$ cat src/rtl/autoplay_driver.sv
// Script-driven autoplayer: replays a 16-entry move script into the room logic,
// one move per GAP_CYCLES+1 clocks, stopping on end-of-script, wrap or game outcome.
// Optional AUTOPLAY_GAME_RESET_EN adds a one-cycle game_reset pulse before playback.
module autoplay_driver #(
  parameter int GAP_CYCLES = 4
) (
  input  logic       clock,
  input  logic       reset,
  input  logic       start,
  input  logic [1:0] outcome,
  input  logic       wr_en,
  input  logic [3:0] wr_addr,
  input  logic [2:0] wr_data,
  output logic [2:0] direction,
  output logic       game_reset,
  output logic       busy,
  output logic       done,
  output logic [1:0] result,
  output logic [3:0] step
);

  typedef enum logic [2:0] {
    S_IDLE,
`ifdef AUTOPLAY_GAME_RESET_EN
    S_PULSE,
`endif
    S_ISSUE,
    S_GAP,
    S_DONE
  } state_t;

  localparam logic [7:0] GAP_RELOAD = 8'(GAP_CYCLES - 1);

  state_t          state_q, state_d;
  logic [2:0]      direction_q, direction_d;
  logic            busy_q, busy_d;
  logic            done_q, done_d;
  logic [1:0]      result_q, result_d;
  logic [3:0]      step_q, step_d;
  logic [7:0]      gap_q, gap_d;
  logic            wrap_q, wrap_d;
  logic [15:0][2:0] script_q, script_d;
  logic [2:0]      cur;
  logic [1:0]      term;
`ifdef AUTOPLAY_GAME_RESET_EN
  logic            game_reset_q, game_reset_d;
`endif

  // An outcome of 11 is reported as a plain loss.
  assign term = (outcome == 2'b11) ? 2'b10 : outcome;
  assign cur  = script_q[step_q];

  always_comb begin
    script_d = script_q;
    if (wr_en && !busy_q) script_d[wr_addr] = wr_data;
  end

  always_comb begin
    state_d     = state_q;
    direction_d = 3'd7;
    busy_d      = busy_q;
    done_d      = done_q;
    result_d    = result_q;
    step_d      = step_q;
    gap_d       = gap_q;
    wrap_d      = wrap_q;
`ifdef AUTOPLAY_GAME_RESET_EN
    game_reset_d = 1'b0;
`endif
    case (state_q)
      S_IDLE, S_DONE: begin
        if (start) begin
          done_d   = 1'b0;
          result_d = 2'b00;
          step_d   = 4'd0;
          busy_d   = 1'b1;
          gap_d    = 8'd0;
          wrap_d   = 1'b0;
`ifdef AUTOPLAY_GAME_RESET_EN
          game_reset_d = 1'b1;
          state_d      = S_PULSE;
`else
          state_d  = S_ISSUE;
`endif
        end
      end
`ifdef AUTOPLAY_GAME_RESET_EN
      S_PULSE: state_d = S_ISSUE;
`endif
      S_ISSUE: begin
        if (outcome != 2'b00) begin
          state_d  = S_DONE;
          busy_d   = 1'b0;
          done_d   = 1'b1;
          result_d = term;
        end else if (wrap_q || cur[2]) begin
          // wrap_q: all 16 entries already issued, entry 0 must not replay
          state_d  = S_DONE;
          busy_d   = 1'b0;
          done_d   = 1'b1;
          result_d = 2'b00;
        end else begin
          direction_d = {1'b0, cur[1:0]};
          step_d      = step_q + 4'd1;
          wrap_d      = (step_q == 4'd15);
          gap_d       = GAP_RELOAD;
          state_d     = S_GAP;
        end
      end
      S_GAP: begin
        if (outcome != 2'b00) begin
          state_d  = S_DONE;
          busy_d   = 1'b0;
          done_d   = 1'b1;
          result_d = term;
        end else if (gap_q == 8'd0) begin
          state_d = S_ISSUE;
        end else begin
          gap_d = gap_q - 8'd1;
        end
      end
      default: state_d = S_IDLE;
    endcase
  end

  always_ff @(posedge clock or posedge reset) begin
    if (reset) begin
      state_q     <= S_IDLE;
      direction_q <= 3'd7;
      busy_q      <= 1'b0;
      done_q      <= 1'b0;
      result_q    <= 2'b00;
      step_q      <= 4'd0;
      gap_q       <= 8'd0;
      wrap_q      <= 1'b0;
      script_q    <= {16{3'd7}};
`ifdef AUTOPLAY_GAME_RESET_EN
      game_reset_q <= 1'b0;
`endif
    end else begin
      state_q     <= state_d;
      direction_q <= direction_d;
      busy_q      <= busy_d;
      done_q      <= done_d;
      result_q    <= result_d;
      step_q      <= step_d;
      gap_q       <= gap_d;
      wrap_q      <= wrap_d;
      script_q    <= script_d;
`ifdef AUTOPLAY_GAME_RESET_EN
      game_reset_q <= game_reset_d;
`endif
    end
  end

  assign direction = direction_q;
  assign busy      = busy_q;
  assign done      = done_q;
  assign result    = result_q;
  assign step      = step_q;
`ifdef AUTOPLAY_GAME_RESET_EN
  assign game_reset = game_reset_q;
`else
  assign game_reset = 1'b0;
`endif

endmodule

$ cat config.mk
export PLATFORM = sky130hd
export DESIGN_NAME = autoplay_driver
export DESIGN_NICKNAME = d
export VERILOG_FILES = /design/src/rtl/autoplay_driver.sv
export SDC_FILE = /design/constraint.sdc
export NUM_CORES = 1
export LEC_CHECK = 0
export BUFFER_PORTS_ARGS = -buffer_cell sky130_fd_sc_hd__buf_2
export CORE_ASPECT_RATIO = 1.4
export CORE_MARGIN = 2
export CORE_UTILIZATION = 50
export DETAILED_ROUTE_END_ITERATION = 16
export PLACE_DENSITY = 0.68
export SETUP_SLACK_MARGIN = 0.5
export SLEW_MARGIN = 20
export SYNTH_ARGS = -nofsm -noshare
export SYNTH_HDL_FRONTEND = slang
export SYNTH_SLANG_ARGS = --single-unit
$ cat constraint.sdc
create_clock -name clock -period 2.6 [get_ports clock]
set_input_delay 0 -clock clock [delete_from_list [all_inputs] [get_ports clock]]
set_output_delay 0 -clock clock [all_outputs]
set_load 0.05 [all_outputs]
## Yosys cells after proc, flatten, opt, wreduce, memory -nomap -nowiden

Cells that the tools add are included.

| operators by class | value |
|---|---|
| add/subtract/negate cells | 2 |
| multipliers | 0 |
| divide/modulo/power cells | 0 |
| magnitude comparators | 3 |
| eq/ne operators | 13 |
| shift-type cells | 0 |
| mux-type cells | 43 |
| bitwise logic cells | 0 |
| reductions and logical operators | 14 |

Operators by type and width:

| operator | count |
|---|---|
| bitwise mux 48 bit | 1 |
| 2-to-1 mux 8 bit | 5 |
| 2-to-1 mux 3 bit | 8 |
| one-hot mux 8 bit (3 select lines) | 1 |
| binary-select mux 3 bit (select 4 bit) | 1 |
| demux 3 bit (select 4 bit) | 1 |
| 2-to-1 mux 1 bit | 12 |
| 2-to-1 mux 4 bit | 3 |
| != test 2 bit (second input constant) | 6 |
| < comparator 4 x 5 -> 1 bit (second input constant) | 2 |
| 2-to-1 mux 2 bit | 5 |
| one-hot mux 3 bit (3 select lines) | 1 |
| logical NOT 8 bit | 1 |
| one-hot mux 4 bit (2 select lines) | 1 |
| AND reduction 4 bit | 2 |
| subtractor 8 x 1 -> 8 bit (second input constant) | 1 |
| == test 3 x 2 -> 1 bit (second input constant) | 2 |
| != test 3 bit (second input constant) | 2 |
| one-hot mux 1 bit (3 select lines) | 2 |
| one-hot mux 2 bit (3 select lines) | 1 |
| AND reduction 6 bit | 1 |
| adder 4 x 1 -> 4 bit (second input constant) | 1 |
| == test 4 bit (second input constant) | 1 |
| greater-or-equal comparator 4 x 1 -> 1 bit (second input constant) | 1 |
| 11 further kinds | 13 |

| storage, ports and cells | value |
|---|---|
| flip-flop bits (word level) | 71 |
| bits in latches | 0 |
| bits in writable memories | 0 |
| memory bits (read-only) | 0 |
| input port bits | 13 |
| output and inout bits | 12 |
| logic and storage cells | 99 |
| memories | 0 |

## Depth between registers and ports, before layout

| logic depth | value |
|---|---|
| word-level depth | 6 |
| depth in mapped cells | 9 |
| depth with buffers taken out | 7 |

## Worst setup path after synthesis

Ideal clock, no wire load.

| path | value |
|---|---|
| path type | reg2reg |
| from | register step_q[1], in the netlist step[1] |
| to | register gap_q[3] |
| library setup time | 131 ps |
| arrival time | 2,493 ps |
| data required time | 2,469 ps |
| slack | -25 ps |
| stages on the path, launching flop included | 8 |
| path buffers | 2 |
| clock period less this slack | 2,625 ps |
| cell sequence | dfrtp_1 buf_6 mux4_2 or2_4 a311o_1 buf_6 a2111oi_0 o21ai_1 |

| between the ends | value |
|---|---|
| word-level cells in the longest chain between the ends | 5 |

Ends and longest elaborated chain:

| what | RTL line | text |
|---|---|---|
| start: declaration | 39 | `logic [3:0] step_q, step_d;` |
| start signal: assignment | 146 | `step_q <= step_d;` |
| binary-select mux 3 bit (select 4 bit) | 51 | `assign cur = script_q[step_q];` |
| 2-to-1 mux 3 bit (implied by the code) | 51 |  |
| logical OR 1 bit | 96 | `end else if (wrap_q \|\| cur[2]) begin` |
| != test 2 bit (no source line) | n/a |  |
| AND reduction 6 bit (no source line) | n/a |  |
| end signal: assignment | 147 | `gap_q <= gap_d;` |
| end: declaration | 40 | `logic [7:0] gap_q, gap_d;` |

Every way passes these cells. The select of a mux whose other input is x is not followed.
A chain may end at the register's enable or synchronous reset.

## Worst setup path after layout

| path | value |
|---|---|
| from | register step_q[1], in the netlist step[1] |
| to | register gap_q[4] |

Same word-level chain as after synthesis.

==> results.cfg <==
[floorplan]
core_um2 = 7360
fp.dieW_um = 77.5
io_pins = 25
start_util_pct = 51.4
placementRows = 37
dieArea_um2 = 8280
die_h_um = 107

[finish]
syn2layout_area_growth_pct = 18.0
fin_cells = 477
final_util_pct = 60.6
fin_nets = 393
drive_gt1_share_pct = 51.8
fillers = 593
antenna_cells = 0

[yosys]
synth_top_area_share_pct = 35.5
synth_common_cells = mux2_2 (56), dfstp_2 (51), nand2_1 (23)
synth_cells = 333
yosysMostFrequentCell = mux2_2
synth_cell_type_count = 53
yosys_register_bits = 70
yosysTopAreaCell = dfstp_2
syn_avg_cell_area_um2 = 11.4
synth_edf_count = 0
ys_async_sr_fraction_pct = 100
synth_flop_cell = dfstp_2
synth_fp_nets = 350
synth_area_um2 = 3780
synth_area_leaders = dfstp_2 (35%), mux2_2 (17%), dfrtp_1 (13%)
yosysWarnings = 0
synth_seq_area_share_pct = 48.0

[grt]
grtUsageMet2_pct = 44.1
busiest_layer = met2
grt_util_met1_pct = 25.4
grtUsageTotal_pct = 23.8
grt_antenna_before_repair = 0
grt_pass1_vias = 2875
grt_start_max_net_pins = 45
grtUsageMet3_pct = 5.72
gr-total-overflow = 0
grt_pass1_wl_um = 14900

[routing]
wl_per_cell_um = 19.6
dr.pass1.iters = 5
ant_nets = 0
vias = 2877
avgViaCountPerCell = 6.03
post-route-drc-count = 0
wl_um = 9340
dr.first_iter.drc_count = 185

[critical_path]
cp_num_cells = 6
endpoint = gap_q[4]
reg2reg_slack_ns = 0.30
cp.arrival_ns = 2.53
cp_slowest_cell = mux4_2
critPathKind = flop to flop
path_cells = mux4_2 -> or2_4 -> a311o_2 -> buf_12 -> a2111oi_4 -> o22ai_1
max_stage_delay_ns = 0.50
crit_buf_inv = 1
r2r-start = step[1]
end_kind = flop
crit_family = compound AO/OA/AOI/OAI gates
start_kind = flop
worstPathRequired_ns = 2.83
rr_endpoint = gap_q[4]
reg2reg_depth = 6
crit_fanout = 5
critPathLaunch = step[1]

[timing]
fin_ws_ns = 0.304
rsz0062_at_grt = yes
finalHoldViolCount = 0
slew_headroom_pct = 36.1
min_period_over_period_pct = 88.3
fmax_mhz = 436
max_slew.worst_pin.slew_ns = 0.953
layout_min_cycle_time_ns = 2.30
clock_skew_ns = 0.0110
finalMaxSlewViolations = 0
setup_tns_ns = 0
setup_viol = 0

[placement]
place_hpwl_um = 6530
place_inst = 449
gp_congestion = 0.945
place_worst_setup_slack_ns = 0.259
io_buffers = 23

[clock_network]
insertion_delay_ns = 0.36
cts_tree = yes
clock_sinks = 70
clockBufferDepth = 2
cts_max_level = 3
cts-root-buf = clkbuf_8
clkTransAtPathRegs_ns = 0.07
numCtsBuffers = 9

[run_status]
outcome = complete, no violations

[power]
power.density_nw_per_um2 = 1180
irDropWorstVdd_v = 0.000669
leakagePower_nw = 1.78

[job]
cap_viol_max_count = 0

[worst_hold_path]
hold_class = primary input to flop
## layout make-up
type                       instances  area [um2]  share of cell area (%)
timing repair buffer              49         340                    7.63
clock inverter                     3        15.0                   0.337
clock buffer                      12         135                    3.03
tap                               97         121                    2.72
inverter                          19        71.3                    1.60
multi-input combinational        227        1960                    43.9
sequential                        70        1820                    40.8
## metal layers
layer / vias to the layer above / routed length (um)
met3: 30 / 323
li1: 1322 / -
met2: 75 / 5130
met1: 1450 / 3580
met4: 0 / 301
met5: - / 0
## worst register-to-register path, delay by kind of cell, from the launching register on
kind                   cells  cell delay, ns
buffers and inverters      1            0.17
muxes                      1            0.50
AOI/OAI and AO/OA          3            0.89
DFF                        1            0.37
and+or+nand+nor            1            0.25
## report_power, final
group / leakage [nW] / internal [mW] / switching (mW) / total, mW
Combinational: 0.919 / 1.15 / 1.44 / 2.60
Clock: 0.0800 / 0.337 / 0.387 / 0.724
Sequential: 0.781 / 1.72 / 0.241 / 1.96
## worst min-delay path by stage
stage          cells after the start            to        from
2_1_floorplan                      1  script_q[21]  wr_data[0]
3_5_place_dp                       2      gap_q[1]       reset
4_1_cts                            2   script_q[5]  wr_data[2]
6_report                           2  script_q[36]  wr_data[0]
5_1_grt                            2  script_q[38]  wr_data[2]
3_3_place_gp                       2    state_q[0]       reset
## stage by stage
stage	instance area [um2]	hold WS [ns]	power, mW
global placement	4040	0.245	4.15
floorplan	3790	0.152	3.62
finish	4460	0.127	5.28
global route	4460	0.130	5.61
detailed placement	4040	0.255	4.21
CTS	4340	0.115	5.10
## registers in the layout (all words and copies together), names as in the netlist
register / cells
busy: 1
script_q: 48
gap_q: 8
done: 1
state_q: 2
direction: 3
result: 2
wrap_q: 1
step: 4
## cell usage in the layout (no fill, tap or decap), types with 9 or more instances in the layout
| cell type | count |
|---|---|
| nand2_1 | 23 |
| buf_4 | 19 |
| dfrtp_1 | 17 |
| clkbuf_8 | 9 |
| dfstp_2 | 51 |
| mux2_2 | 56 |
| a21oi_1 | 11 |
| buf_2 | 23 |
| nor2_1 | 15 |
| inv_1 | 18 |
## cells by family (layout without fill, tap and decap cells)
group           after synthesis  after routing  synth area share (%)
fa+ha+maj                     4              4                  1.32
buf+inv                      37             83                  4.17
simple gates                 83             83                  11.1
mux                          67             67                  21.6
other cells                   1              1                0.0992
compound gates               71             72                  13.7
flops                        70             70                  48.0
## repair_timing
action,in CTS,in global routing
gates resized for setup,13,17
endpoints found under the setup margin,19,21
hold endpoints to repair,23,0
hold buffers,4,0
pin swaps,3,8
gates cloned,1,0
buffers inserted,5,3
Power figures use the tool's default switching activity.
